--- config.mk ---
export PLATFORM = sky130hd
export DESIGN_NAME = mem_bus_arbiter
export DESIGN_NICKNAME = d
export VERILOG_FILES = /design/src/rtl/svarog_ahb_pkg.sv /design/src/rtl/mem_arb_pick.sv /design/src/rtl/mem_bus_arbiter.sv
export SDC_FILE = /design/constraint.sdc
export NUM_CORES = 1
export LEC_CHECK = 0
export CAP_MARGIN = 30
export CORE_ASPECT_RATIO = 1.4
export CORE_UTILIZATION = 45
export CTS_CLUSTER_SIZE = 10
export DETAILED_ROUTE_END_ITERATION = 8
export HOLD_SLACK_MARGIN = 0.06
export MAX_ROUTING_LAYER = met4
export PLACE_DENSITY_LB_ADDON = 0.25
export SETUP_SLACK_MARGIN = 0.15
export SLEW_MARGIN = 15
export SYNTH_ARGS = -nofsm -noshare
export SYNTH_HDL_FRONTEND = slang
export SYNTH_SLANG_ARGS = --single-unit
export TNS_END_PERCENT = 5
--- constraint.sdc ---
create_clock -name clk_i -period 4 [get_ports clk_i]
set_input_delay 1 -clock clk_i [delete_from_list [all_inputs] [get_ports clk_i]]
set_output_delay 1 -clock clk_i [all_outputs]
set_load 0.02 [all_outputs]
--- src/rtl/svarog_ahb_pkg.sv ---
// rtl/svarog_ahb_pkg.sv - shared AHB-Lite encodings and arbiter state types
package svarog_ahb_pkg;

    typedef enum logic [1:0] {
        HTRANS_IDLE   = 2'b00,
        HTRANS_NONSEQ = 2'b10
    } htrans_t;

    localparam logic [2:0] HSIZE_BYTE = 3'b000;
    localparam logic [2:0] HSIZE_HALF = 3'b001;
    localparam logic [2:0] HSIZE_WORD = 3'b010;

    typedef enum logic [1:0] {
        ARB_IDLE,
        ARB_ADDR,
        ARB_DATA
    } arb_state_t;

    typedef enum logic [1:0] {
        OWN_NONE,
        OWN_IC,
        OWN_D
    } owner_t;

endpackage

--- src/rtl/mem_arb_pick.sv ---
// rtl/mem_arb_pick.sv - icache/data winner select with starvation counter
module mem_arb_pick
    import svarog_ahb_pkg::*;
#(
    parameter int STARVE_LIMIT = 4
) (
    input  logic clk_i,
    input  logic reset_i,
    input  logic arb_en_i,
    input  logic ic_req_i,
    input  logic d_req_i,
    output logic ic_win_o,
    output logic d_win_o
);

    localparam int CW = $clog2(STARVE_LIMIT + 1);
    localparam logic [CW-1:0] LIMIT = CW'(STARVE_LIMIT);

    logic [CW-1:0] starve_cnt_q;
    logic          starve_hit;

    assign starve_hit = (starve_cnt_q == LIMIT);

    // Data normally wins; icache only wins when it has been starved long enough.
    assign ic_win_o = arb_en_i && ic_req_i && (!d_req_i || starve_hit);
    assign d_win_o  = arb_en_i && d_req_i && !ic_win_o;

    always_ff @(posedge clk_i or negedge reset_i) begin
        if (!reset_i) begin
            starve_cnt_q <= '0;
        end else if (ic_win_o) begin
            starve_cnt_q <= '0;
        end else if (d_win_o && ic_req_i && !starve_hit) begin
            starve_cnt_q <= starve_cnt_q + 1'b1;
        end
    end

endmodule

--- src/rtl/mem_bus_arbiter.sv ---
// rtl/mem_bus_arbiter.sv - shares one AHB-Lite master port between icache refill and LSU
module mem_bus_arbiter
    import svarog_ahb_pkg::*;
#(
    parameter int DATA_WIDTH   = 32,
    parameter int STARVE_LIMIT = 4
) (
    input  logic                  clk_i,
    input  logic                  reset_i,
    input  logic                  ic_req_i,
    input  logic [DATA_WIDTH-1:0] ic_addr_i,
    output logic                  ic_gnt_o,
    output logic                  ic_rvalid_o,
    output logic [DATA_WIDTH-1:0] ic_rdata_o,
    output logic                  ic_err_o,
    input  logic                  d_req_i,
    input  logic                  d_we_i,
    input  logic [1:0]            d_size_i,
    input  logic [DATA_WIDTH-1:0] d_addr_i,
    input  logic [DATA_WIDTH-1:0] d_wdata_i,
    output logic                  d_gnt_o,
    output logic                  d_rvalid_o,
    output logic [DATA_WIDTH-1:0] d_rdata_o,
    output logic                  d_err_o,
    output logic [DATA_WIDTH-1:0] haddr_o,
    output logic [1:0]            htrans_o,
    output logic                  hwrite_o,
    output logic [2:0]            hsize_o,
    output logic [DATA_WIDTH-1:0] hwdata_o,
    input  logic [DATA_WIDTH-1:0] hrdata_i,
    input  logic                  hready_i,
    input  logic                  hresp_i
);

    arb_state_t            state_q, state_d;
    owner_t                owner_q;
    logic [DATA_WIDTH-1:0] addr_q, wdata_q;
    logic                  we_q;
    logic [2:0]            size_q;
    logic                  arb_en, ic_win, d_win, xfer_done;

    // Gating with reset keeps grants silent while reset is held with requests pending.
    assign arb_en    = (state_q == ARB_IDLE) && reset_i;
    assign xfer_done = (state_q == ARB_DATA) && hready_i;

    mem_arb_pick #(.STARVE_LIMIT(STARVE_LIMIT)) u_pick (
        .clk_i    (clk_i),
        .reset_i  (reset_i),
        .arb_en_i (arb_en),
        .ic_req_i (ic_req_i),
        .d_req_i  (d_req_i),
        .ic_win_o (ic_win),
        .d_win_o  (d_win)
    );

    always_ff @(posedge clk_i or negedge reset_i) begin
        if (!reset_i) state_q <= ARB_IDLE;
        else          state_q <= state_d;
    end

    always_comb begin
        state_d  = state_q;
        htrans_o = HTRANS_IDLE;
        hwdata_o = '0;
        ic_gnt_o = ic_win;
        d_gnt_o  = d_win;
        haddr_o  = addr_q;
        hwrite_o = we_q;
        hsize_o  = size_q;
        case (state_q)
            ARB_IDLE: if (ic_win || d_win) state_d = ARB_ADDR;
            ARB_ADDR: begin
                htrans_o = HTRANS_NONSEQ;
                if (hready_i) state_d = ARB_DATA;
            end
            ARB_DATA: begin
                hwdata_o = wdata_q;
                if (hready_i) state_d = ARB_IDLE;
            end
            default:  state_d = ARB_IDLE;
        endcase
    end

    always_ff @(posedge clk_i or negedge reset_i) begin
        if (!reset_i) begin
            owner_q     <= OWN_NONE;
            addr_q      <= '0;
            wdata_q     <= '0;
            we_q        <= 1'b0;
            size_q      <= 3'b000;
            ic_rvalid_o <= 1'b0;
            ic_rdata_o  <= '0;
            ic_err_o    <= 1'b0;
            d_rvalid_o  <= 1'b0;
            d_rdata_o   <= '0;
            d_err_o     <= 1'b0;
        end else begin
            ic_rvalid_o <= xfer_done && (owner_q == OWN_IC);
            d_rvalid_o  <= xfer_done && (owner_q == OWN_D);
            if (ic_win) begin
                owner_q <= OWN_IC;
                addr_q  <= ic_addr_i;
                wdata_q <= '0;
                we_q    <= 1'b0;
                size_q  <= HSIZE_WORD;
            end else if (d_win) begin
                owner_q <= OWN_D;
                addr_q  <= d_addr_i;
                wdata_q <= d_wdata_i;
                we_q    <= d_we_i;
                size_q  <= {1'b0, d_size_i};
            end else if (xfer_done) begin
                owner_q <= OWN_NONE;
            end
            if (xfer_done && owner_q == OWN_IC) begin
                ic_rdata_o <= hrdata_i;
                ic_err_o   <= hresp_i;
            end
            if (xfer_done && owner_q == OWN_D) begin
                d_rdata_o <= hrdata_i;
                d_err_o   <= hresp_i;
            end
        end
    end

    ic_req_held: assert property (@(posedge clk_i) disable iff (!reset_i)
        (ic_req_i && !ic_gnt_o) |=> ic_req_i);
    d_req_held: assert property (@(posedge clk_i) disable iff (!reset_i)
        (d_req_i && !d_gnt_o) |=> d_req_i);

endmodule

==> results.yml <==
layout:
  antenna_cells: 0
  stdcell_area_um2: 9520
  post_layout_nonfiller_instances: 905
  layout_commonest_cell: "clkdlybuf4s50_1"
  filler_cell_count: 874
  finish.net_count: 853
  layout-drive-gt1-share_pct: 20.5
  area_growth_pct: 57.8
  layout.cells.most_common_list: "clkdlybuf4s50_1 (273), dfrtp_1 (142), mux2_2 (67), inv_1 (40), a22o_1 (34)"
  final_core_util_pct: 73.6
timing:
  finalHoldViolCount: 0
  max-slew-margin-rel_pct: 41.8
  rsz0062_at_grt: "false"
  layout_setup_ws_ps: 328
  fin_crit_sh_pct: 91.8
  finalClockSkew_ps: 9.79
  min_period_ps: 3670
  final.setup.tns_ps: 0
  final_setup_violating_endpoints: 0
  slew_viol_final: 0
  max_slew.worst_pin.slew_ps: 872
  max_clock_freq_mhz: 272
cts:
  clock-sinks: 142
  cts_tree: "built"
  cts.clk_slew.worst_paths_ps: 60
  post_cts_buffers: 0
  cts.root.buffer_cell: "clkbuf_16"
  htree_levels: 4
  clock_path_buffers: 2
  post_cts_hold_buffer_count: 0
  clock_latency_ps: 410
  cts_resized: 0
  cts_inserted_buffers: 17
yosys:
  ys.flop_type: "dfrtp_1"
  netlist_instances: 446
  synth.lib_cells_used.distinct: 31
  synth_top_area_cell: "dfrtp_1"
  synth_enable_flop_cells: 0
  synth.yosys.seq_area_share_pct: 58.9
  synth_async_sr_flop_share_pct: 100
  yosys_register_bits: 142
  yosys-top-cells-area: "dfrtp_1 (59%), mux2_2 (13%), o221a_2 (6.0%), a22o_1 (4.9%), o211ai_1 (4.1%)"
  synth.avg_cell_area_um2: 13.5
  synth_largest_type_area_fraction_pct: 58.9
  mappedNetlistArea_um2: 6030
  yosys_warnings: 0
pwr:
  static-leakage-power_nw: 4.15
  powerDensity_nw_per_um2: 778
  vdd.ir_drop.worst_uv: 397
grt:
  grt_start_max_net_pins: 68
  initial_antenna_violation_count: 0
  grt_use_total_pct: 25.4
  grt.overflow.total: 0
  grt_pass1_vias: 5094
  grt_pass1_wl_um: 26200
drt:
  vias_per_cell: 5.25
  totalWireLength_um: 16400
  post_drt_wl_per_cell_um: 18.1
  detail-route-antenna-nets: 0
  drt_pre_antenna_iters: 4
  drt_initial_violations: 144
  detail_route.drc_violations: 0
  vias: 4750
critical_path:
  worst_setup_path_startpoint: "ic_req_i"
  end_kind: "output pin"
  critPathMaxFanout: 4
  crit-reg2reg-launch: "state_q[0]"
  r2r.worst_path.cells: 4
  worst-endpoint-arrival_ps: 2670
  crit-reg2reg-capture: "d_rdata_o[18]"
  timing.critical_path.from_type: "primary input"
  r2r_slack_ps: 2220
  crit_type: "primary input to output pin"
  critical_path_required_ps: 3000
  endpoint: "ic_gnt_o"
floorplan:
  floorplan.die_area_um2: 13900
  starting_utilization_of_the_core_area_pct: 46.6
  floorplan.rows: 49
  die-height_um: 139
  boundaryPins: 277
  chipWidth_um: 99.9
  coreArea_um2: 12900
run_status:
  run_status: "complete, no violations"
place:
  detailed_place_hpwl_um: 11500
  placement.setup.worst_slack_ps: 324
  dpl_cell_area_um2: 8860
  dp.cells: 873
  place_congestion: 0.747
  port-buffer-count: 274
min_path:
  worst_hold_path_type: "primary input to async pin"
flow_run:
  timing.max_cap.violations: 0
## critical path, cell delays in order
cell and delay, ps:
clkdlybuf4s50_1 530, nand4bb_2 160, or2_1 270, inv_1 60, clkdlybuf4s50_1 640
## cell usage after synthesis (all sizes together) (2+ instances only)
library cell	instances
clkbuf	18
nand2b	2
o211ai	33
and2	32
mux2	67
o221a	32
nand2	4
ha	2
o21ai	4
inv	40
a22o	34
dfrtp	142
buf	20
nor3b	2
## per-layer routing
| layer | vias to the layer above | routed length [um] | share of wire (%) | global-route usage [%] |
|---|---|---|---|---|
| li1 | 2155 | - | - | - |
| met1 | 2324 | 6380 | 39 | 29.0 |
| met2 | 239 | 8580 | 52 | 42.7 |
| met3 | 32 | 973 | 5.9 | 6.05 |
| met4 | 0 | 441 | 2.7 | 10.1 |
| met5 | - | 0 | 0 | - |
## stage by stage
step	power, mW	hold slack [ps]
floorplan	4.11	458
global placement	5.57	475
detailed placement	5.68	474
CTS	7.47	405
global route	7.79	403
finish	7.41	417
## flip-flops by register name, summed over array words and instances (netlist names), 2 cells and up
| name | cells |
|---|---|
| d_rdata_o | 32 |
| haddr_o | 32 |
| ic_rdata_o | 32 |
| wdata_q | 32 |
| u_pick.starve_cnt_q | 3 |
| hsize_o | 2 |
| owner_q | 2 |
| state_q | 2 |
## worst min-delay path by stage
stage / startpoint / end
4_1_cts: reset_i / haddr_o[11]
3_5_place_dp: wdata_q[11] / wdata_q[11]
5_1_grt: reset_i / haddr_o[2]
3_3_place_gp: wdata_q[21] / wdata_q[21]
2_1_floorplan: wdata_q[10] / wdata_q[10]
6_report: reset_i / haddr_o[11]
## layout make-up
cell class,instances,area [um2],share of cell area (%)
Sequential cell,142,3550,37.3
Timing Repair Buffer,286,2830,29.8
Multi-Input combinational cell,227,2100,22.1
Clock buffer,18,429,4.51
Clock inverter,14,230,2.42
Tap cell,178,223,2.34
Inverter,40,150,1.58
## power by group
part | switching [mW] | internal (mW) | total (mW)
Combinational | 1.46 | 1.68 | 3.13
Sequential | 0.404 | 2.12 | 2.52
Clock | 0.627 | 1.12 | 1.75
Total | 2.49 | 4.92 | 7.41
## logic make-up after synthesis
logic type,synth area share [%]
DFF,58.9
AOI/OAI and AO/OA,16.3
buffers and inverters,6.45
muxes,12.5
and+or+nand+nor,5.39
adders and majority gates,0.415
other,0.0621
Note: power is estimated with default switching activity, not from simulation.
